==> src/rtl/serial_arith_pkg.sv <==
// Shared types and limits for the bit-serial arithmetic blocks.
// Latency: n/a (declarations only).
// Backpressure: n/a (declarations only).
package serial_arith_pkg;

    // Sequencer states for the serial subtractor; encoding 2'b11 is unused.
    typedef enum logic [1:0] {
        IDLE = 2'd0,
        RUN  = 2'd1,
        DONE = 2'd2
    } sub_state_t;

    localparam int SUB_MAX_WIDTH = 32;

endpackage

==> src/rtl/full_subtractor.sv <==
// One-bit full subtractor: diff = a - b - bin, bout = borrow out.
// Latency: combinational, zero cycles.
// Backpressure: none (pure function of its inputs).
// Ports: a, b, bin (inputs); diff, bout (outputs).
module full_subtractor (
    output logic diff,
    output logic bout,
    input  logic a,
    input  logic b,
    input  logic bin
);

    assign diff = a ^ b ^ bin;
    // Borrow when b beats a outright, or when they tie and a borrow is pending.
    assign bout = (~a & b) | (~(a ^ b) & bin);

endmodule

==> src/rtl/serial_subtractor.sv <==
// Bit-serial d = a - b - bin, LSB first, through a single full_subtractor cell.
// Latency: WIDTH cycles from the accepting edge to done; one op per WIDTH+2 cycles.
// Backpressure: start is only sampled in IDLE; requests in RUN/DONE are dropped.
// Ports: clk, rst_n, start, a, b, bin (inputs); d, bout, ovf, busy, done (registered outputs).
module serial_subtractor
    import serial_arith_pkg::*;
#(
    parameter int WIDTH = 4
) (
    input  logic             clk,
    input  logic             rst_n,
    input  logic             start,
    input  logic [WIDTH-1:0] a,
    input  logic [WIDTH-1:0] b,
    input  logic             bin,
    output logic [WIDTH-1:0] d,
    output logic             bout,
    output logic             ovf,
    output logic             busy,
    output logic             done
);

    localparam int CNT_W = $clog2(WIDTH);
    localparam logic [CNT_W-1:0] CNT_LAST = CNT_W'(WIDTH - 1);

    if (WIDTH < 2 || WIDTH > SUB_MAX_WIDTH) begin : g_width_check
        $error("serial_subtractor: WIDTH out of range");
    end

    sub_state_t       state;
    logic [WIDTH-1:0] a_sr;
    logic [WIDTH-1:0] b_sr;
    // Holds the WIDTH-1 low difference bits; the MSB comes straight from the
    // cell on the final edge, so it never needs a flop of its own here.
    logic [WIDTH-2:0] res;
    logic [CNT_W-1:0] cnt;
    logic             br;
    logic             a_msb;
    logic             b_msb;

    logic             diff_bit;
    logic             br_nxt;

    full_subtractor u_cell (
        .diff (diff_bit),
        .bout (br_nxt),
        .a    (a_sr[0]),
        .b    (b_sr[0]),
        .bin  (br)
    );

    // Status flags decode straight from the state flop, so they stay registered.
    assign busy = (state == RUN);
    assign done = (state == DONE);

    always_ff @(posedge clk or negedge rst_n) begin
        if (!rst_n) begin
            state <= IDLE;
            a_sr  <= '0;
            b_sr  <= '0;
            res   <= '0;
            cnt   <= '0;
            br    <= 1'b0;
            a_msb <= 1'b0;
            b_msb <= 1'b0;
            d     <= '0;
            bout  <= 1'b0;
            ovf   <= 1'b0;
        end else begin
            case (state)
                RUN: begin
                    // New bit enters at the top; after WIDTH-1 shifts bit 0 holds diff_0.
                    res  <= (WIDTH-1)'({diff_bit, res} >> 1);
                    a_sr <= a_sr >> 1;
                    b_sr <= b_sr >> 1;
                    br   <= br_nxt;
                    cnt  <= cnt + 1'b1;
                    if (cnt == CNT_LAST) begin
                        d     <= {diff_bit, res};
                        bout  <= br_nxt;
                        ovf   <= (a_msb ^ b_msb) & (diff_bit ^ a_msb);
                        state <= DONE;
                    end
                end
                DONE: begin
                    state <= IDLE;
                end
                default: begin
                    // IDLE, and the unused encoding recovers through here.
                    if (start) begin
                        a_sr  <= a;
                        b_sr  <= b;
                        br    <= bin;
                        cnt   <= '0;
                        a_msb <= a[WIDTH-1];
                        b_msb <= b[WIDTH-1];
                        state <= RUN;
                    end else begin
                        state <= IDLE;
                    end
                end
            endcase
        end
    end

endmodule

==> config.mk <==
export PLATFORM = sky130hd
export DESIGN_NAME = serial_subtractor
export DESIGN_NICKNAME = d
export VERILOG_FILES = /design/src/rtl/serial_arith_pkg.sv /design/src/rtl/full_subtractor.sv /design/src/rtl/serial_subtractor.sv
export SDC_FILE = /design/constraint.sdc
export NUM_CORES = 1
export LEC_CHECK = 0
export BUFFER_PORTS_ARGS = -buffer_cell sky130_fd_sc_hd__buf_2
export CAP_MARGIN = 20
export CORE_MARGIN = 4
export CORE_UTILIZATION = 58
export DETAILED_ROUTE_END_ITERATION = 10
export PLACE_DENSITY = 0.82
export SLEW_MARGIN = 30
export SYNTH_ARGS = -nofsm -noshare
export SYNTH_HDL_FRONTEND = slang
export SYNTH_SLANG_ARGS = --single-unit
==> constraint.sdc <==
create_clock -name clk -period 4.43 [get_ports clk]
set_clock_uncertainty 0.05 [all_clocks]
set_input_delay 1.1075 -clock clk [delete_from_list [all_inputs] [get_ports clk]]
set_output_delay 1.1075 -clock clk [all_outputs]
set_load 0.02 [all_outputs]
==> results.json, run 1 <==
{
  "fin_crit_ns": 2.689,
  "h-tree-depth": 1,
  "die_area_um2": 2889,
  "start_util_pct": 61.24,
  "route.detailed.drc": 0,
  "totalNegativeSetupSlack_ns": 0,
  "clk_latency_ns": 0.32,
  "setup_viol": 0,
  "drt_first_pass_iters": 4,
  "routedWlPerCell_um": 14.49,
  "whs_ns": 0.4402,
  "rsz0062_at_grt": "no",
  "place_congestion": 0.7637,
  "yosysWarningCount": 0,
  "area_growth_pct": 11.03,
  "drive_above_1_share_pct": 44.74,
  "grt_pass1_vias": 739,
  "peakVddDrop_uv": 354.3,
  "worstPathRequired_ns": 3.27,
  "netlist_area_um2": 1214,
  "drt-total-wl_mm": 2.043,
  "syn-num-nets": 110,
  "final_cell_count_no_fill": 141,
  "globalRouteOverflowTotal": 0,
  "cts_setup_buffers": 0,
  "ys_async_sr_fraction_pct": 100.0,
  "ant_nets": 0,
  "worstSetupEndpointType": "primary output",
  "viasPerCell": 5.603,
  "pwr-share-comb_pct": 43.5,
  "drt_iter0_markers": 6,
  "synthCells": 94,
  "cts_tree": "built",
  "tightest_slew_ns": 0.5174,
  "hold_violations": 0,
  "slew_violations": 0,
  "finalNetCount": 131,
  "antenna_found_initial": 0,
  "synth-seq-cells": 24,
  "synth_edf_count": 0,
  "drv_cap": 0,
  "critical_path_class": "flip-flop to primary output",
  "post-dp-hpwl_mm": 1.492,
  "cts_resized": 0,
  "grt_max_degree": 25,
  "power_density_nw_per_um2": 658.4,
  "multi_input_area_um2": 541.8,
  "p_leak_nw": 0.6407,
  "ys_types": 28,
  "timing.slew.headroom_pct": 65.50,
  "switching_share_pct": 37.65,
  "rows": 16,
  "die_h_um": 53.75,
  "ios": 20,
  "syn_area_per_cell_um2": 12.91,
  "seq_area_frac_synth_pct": 49.48,
  "grt_pass1_wl_mm": 3.443,
  "portBuffers": 19,
  "seqPwrFrac_pct": 43.5,
  "via_count": 790,
  "worstPathArrival_ns": 1.53,
  "diodes": 0,
  "fillers": 156,
  "track_usage_pct": 16.91,
  "hp-class": "flip-flop to flip-flop",
  "ys.flop_type": "dfrtp_1",
  "regArea_um2": 600.6,
  "clk_path_buf_depth": 2,
  "status": "complete, no violations",
  "core_area_um2": 1982,
  "numCtsBuffers": 3,
  "postCtsHoldBufs": 0,
  "cts.sink_count": 24,
  "p_switching_uw": 334.0,
  "dp.cells": 137,
  "internal_power_uw": 553.1,
  "die_x_um": 53.75,
  "startpoint_type": "flip-flop",
  "max_freq_mhz": 371.9,
  "clkTransAtPathRegs_ns": 0.13,
  "p_clk_share_pct": 13.0,
  "root_buffer": "clkbuf_4",
  "period_share_pct": 60.69,
  "cp_max_fo": 15
}
## worst max-delay path, cell delays in order, from the launching register on
cell,delay (ns)
dfrtp_1,0.41
inv_1,0.08
ha_1,0.46
buf_2,0.26
## area by class of cell
cell class                      instances  share of cell area (%)
Clock buffer                            4                   2.693
Sequential cell                        24                   44.57
Multi-Input combinational cell         61                   40.20
Tap cell                               27                   2.507
Inverter                                5                   2.414
Timing Repair Buffer                   20                   7.614
## state kept, by name, indices dropped and copies added (netlist names)
register	flops
ovf	1
d	4
a_sr	4
a_msb	1
br	1
b_sr	4
res	3
state	2
bout	1
b_msb	1
cnt	2
## placed cells by master, fill, tap and decap left out, types with 2 or more instances in the layout
| cell type | instances |
|---|---|
| dfrtp_1 | 24 |
| buf_2 | 19 |
| nand2_1 | 8 |
| a22oi_2 | 7 |
| o21ai_2 | 7 |
| mux2_2 | 5 |
| a22oi_1 | 5 |
| inv_1 | 4 |
| mux2_4 | 4 |
| o21ai_0 | 3 |
| ha_1 | 3 |
| clkbuf_4 | 3 |
| nand2b_1 | 2 |
| a21oi_1 | 2 |
| a2bb2oi_1 | 2 |
| o21ai_1 | 2 |
## worst paths after layout
kind | slack [ns] | startpoint | end | depth (start not counted)
max | 1.74 | state[0] | done | 3
min | 0.44 | bout | bout | 2
max reg2reg | 2.77 | state[0] | a_sr[1] | 5
min reg2reg | 0.44 | bout | bout | 2
max in group asynchronous | 3.29 | rst_n | b_sr[1] | 1
min in group asynchronous | 0.69 | rst_n | ovf | 1
## power by group through the flow
stage | clock network [mW] | logic (mW) | registers, mW
CTS | 0.120 | 0.392 | 0.386
global placement | 0 | 0.379 | 0.385
finish | 0.115 | 0.386 | 0.386
global route | 0.130 | 0.424 | 0.398
detailed placement | 0 | 0.391 | 0.392
floorplan | 0 | 0.292 | 0.405
## cells in the mapped netlist, drive strengths merged, types with 2 or more instances
cell     count  area share, %
dfrtp       24             49
nand2b       2            1.0
buf          4            3.2
inv          4            1.2
mux2         9            9.6
nor2b        2            1.2
nand2        9            3.4
a2bb2oi      2            1.4
ha           3            3.1
a22oi       12             10
o21ai       12            7.1
a21oi        2           0.82
## kinds of logic after synthesis
| group | Yosys count | synth area share, % |
|---|---|---|
| buffers and inverters | 9 | 5.876 |
| multiplexers | 10 | 10.41 |
| AND/OR/NAND/NOR | 16 | 7.836 |
| AO/OA/AOI/OAI | 31 | 21.65 |
| flip-flops | 24 | 49.48 |
| adder cells (fa/ha/maj) | 4 | 4.743 |
## per-layer routing
metal,up-vias,share of wire [%],GRT usage (%)
met1,385,41,20.78
met5,-,0,0
met2,20,51,27.22
met3,5,5.5,4.155
met4,0,1.9,8.936
li1,380,-,-
## through the flow
stage	power, mW	cell area [um2]	worst slack [ns]	util [%]
final	0.8872	1348	1.741	67.99
after global routing	0.9526	1348	1.614	67.99
after CTS	0.8989	1348	1.723	67.99
after detailed placement	0.7831	1311	2.124	66.16
after global placement	0.7642	1311	2.155	66.16
after floorplan	0.6964	1214	2.526	-
(Power assumes the default switching activity.)
==> run 2, diff against run 1 <==
--- a/config.mk
+++ b/config.mk
@@ -7,10 +7,11 @@
 export LEC_CHECK = 0
 export BUFFER_PORTS_ARGS = -buffer_cell sky130_fd_sc_hd__buf_2
 export CAP_MARGIN = 20
+export CORE_ASPECT_RATIO = 0.6
 export CORE_MARGIN = 4
-export CORE_UTILIZATION = 58
+export CORE_UTILIZATION = 49
 export DETAILED_ROUTE_END_ITERATION = 10
-export PLACE_DENSITY = 0.82
+export PLACE_DENSITY = 0.74
 export SLEW_MARGIN = 30
 export SYNTH_ARGS = -nofsm -noshare
 export SYNTH_HDL_FRONTEND = slang
==> constraint.sdc (replaced) <==
create_clock -name clk -period 2.3 [get_ports clk]
set_clock_uncertainty 0.05 [all_clocks]
set_input_delay 0.575 -clock clk [delete_from_list [all_inputs] [get_ports clk]]
set_output_delay 0.575 -clock clk [all_outputs]
set_load 0.02 [all_outputs]
==> results.json, run 2 (synthesis results as in run 1) <==
{
  "status": "complete, no violations",
  "die_x_um": 72.25,
  "top_regs": "a_sr x4, b_sr x4, d x4",
  "antenna_found_initial": 0,
  "cp_num_buf_inv": 2,
  "place_congestion": 0.7388,
  "post-dp-hpwl_mm": 1.701,
  "hp-class": "input port to asynchronous set/reset pin",
  "diodes": 0,
  "clk_path_buf_depth": 2,
  "cp.depth": 3,
  "crit_family": "adder cells",
  "cts_setup_buffers": 0,
  "totalNegativeSetupSlack_ns": 0,
  "numCtsBuffers": 3,
  "grt_max_degree": 25,
  "die_area_um2": 3363,
  "drv_cap": 0,
  "max_freq_mhz": 481.0,
  "cts_resized": 0,
  "place_area_um2": 1315,
  "hold_violations": 0,
  "startpoint_type": "flip-flop",
  "finish.utilization_pct": 61.32,
  "via_count": 776,
  "rows": 13,
  "cts_tree": "built",
  "die_h_um": 46.55,
  "grt_pass1_wl_mm": 3.864,
  "core_area_um2": 2261,
  "critical_path_class": "flip-flop to primary output",
  "clk_latency_ns": 0.27,
  "fin_crit_ns": 2.079,
  "period_share_pct": 90.39,
  "root_buffer": "clkbuf_8",
  "worstPathArrival_ns": 1.45,
  "worstSetupEndpointType": "primary output",
  "final_cell_count_no_fill": 144,
  "peakVddDrop_uv": 567.5,
  "final_cell_area_um2": 1386,
  "dp.cells": 140,
  "cpMaxStageDelayCell": "ha_1",
  "reg2reg_depth": 5,
  "max_stage_delay_ns": 0.47,
  "area_growth_pct": 14.23,
  "postCtsHoldBufs": 0,
  "route.detailed.drc": 0,
  "p_leak_nw": 0.6554,
  "cts.sink_count": 24,
  "drt_first_pass_iters": 4,
  "h-tree-depth": 1,
  "tightest_slew_ns": 0.5356,
  "worstPathRequired_ns": 1.67,
  "drt_iter0_markers": 31,
  "cp_max_fo": 15,
  "final_common_cell": "dfrtp_1",
  "path_cells": "inv_1 > ha_1 > buf_2",
  "drt-total-wl_mm": 2.243,
  "fillers": 190,
  "ios": 20,
  "globalRouteOverflowTotal": 0,
  "setup_viol": 0,
  "track_usage_pct": 15.44,
  "slew_violations": 0,
  "viasPerCell": 5.389,
  "routedWlPerCell_um": 15.58,
  "clkTransAtPathRegs_ns": 0.09,
  "finalNetCount": 131,
  "layout_common_cells": "dfrtp_1, buf_2, nand2_1",
  "start_util_pct": 53.68,
  "timing.slew.headroom_pct": 64.29,
  "rsz0062_at_grt": "no",
  "power_density_nw_per_um2": 1347,
  "drive_above_1_share_pct": 44.74,
  "grt_pass1_vias": 805,
  "portBuffers": 19,
  "ant_nets": 0
}
==> run 2: cell types whose count changed in the layout (fill, tap and decap cells not counted) <==
cell and delta:
bufinv_16 +1, clkbuf_8 +2, clkbuf_4 -3
==> run 2: report_power, final <==
group / total [mW] / internal [mW] / switching [mW]
registers: 0.744 / 0.609 / 0.135
logic: 0.761 / 0.364 / 0.397
clock network: 0.364 / 0.233 / 0.131
==> run 2: final timing paths <==
| kind | start | end | slack [ns] |
|---|---|---|---|
| max | state[0] | done | 0.22 |
| min | rst_n | b_sr[2] | 0.22 |
| max reg2reg | state[0] | a_sr[2] | 0.65 |
| min reg2reg | ovf | ovf | 0.45 |
| max in group asynchronous | rst_n | res[0] | 1.61 |
| min in group clk | ovf | ovf | 0.45 |
==> run 2: worst reg2reg max path: cells and delay by family, from the launching register on <==
family / cells / cell delay [ns]
and+or+nand+nor: 1 / 0.29
adders and majority gates: 1 / 0.47
buffers and inverters: 1 / 0.07
AOI/OAI and AO/OA: 2 / 0.27
DFF: 1 / 0.39
==> run 2: layer usage <==
metal / GRT usage, % / part of all wire, %
met1: 20.83 / 49
met4: 3.371 / 0.45
met2: 24.59 / 46
met3: 4.793 / 4.5
met5: 0 / 0
==> run 2: cell type report <==
type	count	area [um2]	share of cell area, %
clock inverters	1	30.03	2.166
multi-input cells	61	541.8	39.08
well taps	30	37.54	2.708
clock buffers	3	41.29	2.978
inverters	5	32.53	2.347
flip-flops and latches	24	600.6	43.32
repair buffers	20	102.6	7.401
==> run 2: metrics by stage <==
step                power (mW)  setup WS (ns)  hold WS (ns)
global placement         1.487         0.5474        0.4100
global route             1.995         0.1478        0.2640
detailed placement       1.519         0.5332        0.4244
finish                   1.868         0.2210        0.2250
floorplan                1.341         0.8689        0.2294
CTS                      1.883         0.2299        0.2426
==> run 3, diff against run 2 <==
==> constraint.sdc (replaced) <==
create_clock -name clk -period 2.3 [get_ports clk]
set_clock_uncertainty 0.05 [all_clocks]
set_input_delay 0.46 -clock clk [delete_from_list [all_inputs] [get_ports clk]]
set_output_delay 0.46 -clock clk [all_outputs]
set_load 0.02 [all_outputs]
==> results.json, run 3 (synthesis results as in run 1) <==
{
  "status": "complete, no violations",
  "period_share_pct": 86.27,
  "tightest_slew_ns": 0.5304,
  "start_util_pct": 53.68,
  "clk_latency_ns": 0.26,
  "track_usage_pct": 17.22,
  "layout_common_cells": "dfrtp_1, buf_2, nand2_1",
  "rsz0062_at_grt": "no",
  "slew_violations": 0,
  "post-dp-hpwl_mm": 1.682,
  "max_freq_mhz": 504.0,
  "grt_pass1_wl_mm": 4.222,
  "worstSetupEndpointType": "primary output",
  "r2r_slack_ns": 0.63,
  "postCtsHoldBufs": 0,
  "core_area_um2": 2261,
  "p_leak_nw": 0.6413,
  "startpoint_type": "flip-flop",
  "r2r_start": "state[0]",
  "root_buffer": "clkbuf_8",
  "power_density_nw_per_um2": 1302,
  "globalRouteOverflowTotal": 0,
  "via_count": 794,
  "rows": 13,
  "totalNegativeSetupSlack_ns": 0,
  "die_h_um": 46.55,
  "peakVddDrop_uv": 609.4,
  "route.detailed.drc": 0,
  "cts_tree": "built",
  "routedWlPerCell_um": 16.25,
  "ant_nets": 0,
  "grt_max_degree": 25,
  "diodes": 0,
  "fillers": 183,
  "reg2reg_to": "b_sr[1]",
  "timing.slew.headroom_pct": 64.64,
  "die_x_um": 72.25,
  "cts_resized": 0,
  "grt_pass1_vias": 832,
  "die_area_um2": 3363,
  "hp-class": "input port to asynchronous set/reset pin",
  "critical_path_class": "flip-flop to primary output",
  "final_common_cell": "dfrtp_1",
  "drt_first_pass_iters": 4,
  "viasPerCell": 5.552,
  "numCtsBuffers": 3,
  "clk_path_buf_depth": 2,
  "worstPathRequired_ns": 1.79,
  "cts_setup_buffers": 0,
  "top_regs": "a_sr x4, b_sr x4, d x4",
  "setup_viol": 0,
  "portBuffers": 19,
  "cp_max_fo": 15,
  "area_growth_pct": 11.75,
  "drt_iter0_markers": 44,
  "h-tree-depth": 1,
  "drv_cap": 0,
  "reg2reg_depth": 5,
  "whs_ns": 0.1159,
  "place_congestion": 0.7058,
  "hold_violations": 0,
  "drt-total-wl_mm": 2.324,
  "worstPathArrival_ns": 1.47,
  "finalNetCount": 131,
  "drive_above_1_share_pct": 44.25,
  "cts.sink_count": 24,
  "ios": 20,
  "fin_crit_ns": 1.984,
  "clkTransAtPathRegs_ns": 0.08,
  "antenna_found_initial": 0
}
run 3: cell types whose count changed in the layout (fill, tap and decap cells not counted):
cell / change
bufinv_16: -1
run 3: worst max-delay path by stage:
stage,from,endpoint,slack [ns],cells past startpoint
detailed placement,state[0],done,0.61,3
CTS,state[0],done,0.29,3
global placement,state[0],done,0.66,3
floorplan,state[1],d[0],0.87,5
finish,state[0],done,0.32,3
global route,state[0],done,0.16,3
run 3: layout make-up:
class / instances / area, um2 / share of cell area (%)
Clock buffer: 3 / 41.29 / 3.044
Inverter: 5 / 32.53 / 2.399
Multi-Input combinational cell: 61 / 541.8 / 39.94
Sequential cell: 24 / 600.6 / 44.28
Tap cell: 30 / 37.54 / 2.768
Timing Repair Buffer: 20 / 102.6 / 7.565
run 3: metrics by stage:
| stage | total power [mW] | setup WS (ns) | area (um2) | instances | utilization (%) |
|---|---|---|---|---|---|
| after CTS | 1.789 | 0.2934 | 1356 | 143 | 59.99 |
| after global placement | 1.492 | 0.6567 | 1315 | 140 | 58.16 |
| after global routing | 1.913 | 0.1623 | 1356 | 143 | 59.99 |
| after detailed placement | 1.531 | 0.6087 | 1315 | 140 | 58.16 |
| final | 1.766 | 0.3158 | 1356 | 143 | 59.99 |
| after floorplan | 1.341 | 0.8689 | 1214 | 94 | - |
run 3: per-layer routing:
layer / global-route usage, % / share of wire, %
met2: 26.40 / 48
met1: 24.15 / 47
met5: 0 / 0
met4: 3.371 / 0.52
met3: 5.447 / 4.3
run 3: power by group:
group / total [mW] / internal (mW) / switching, mW
registers: 0.749 / 0.609 / 0.140
logic: 0.772 / 0.367 / 0.405
clock network: 0.245 / 0.117 / 0.128
run 3: critical path, stage by stage (launching register included):
cell and delay, ns:
dfrtp_1 0.40, inv_1 0.09, ha_1 0.47, buf_2 0.26
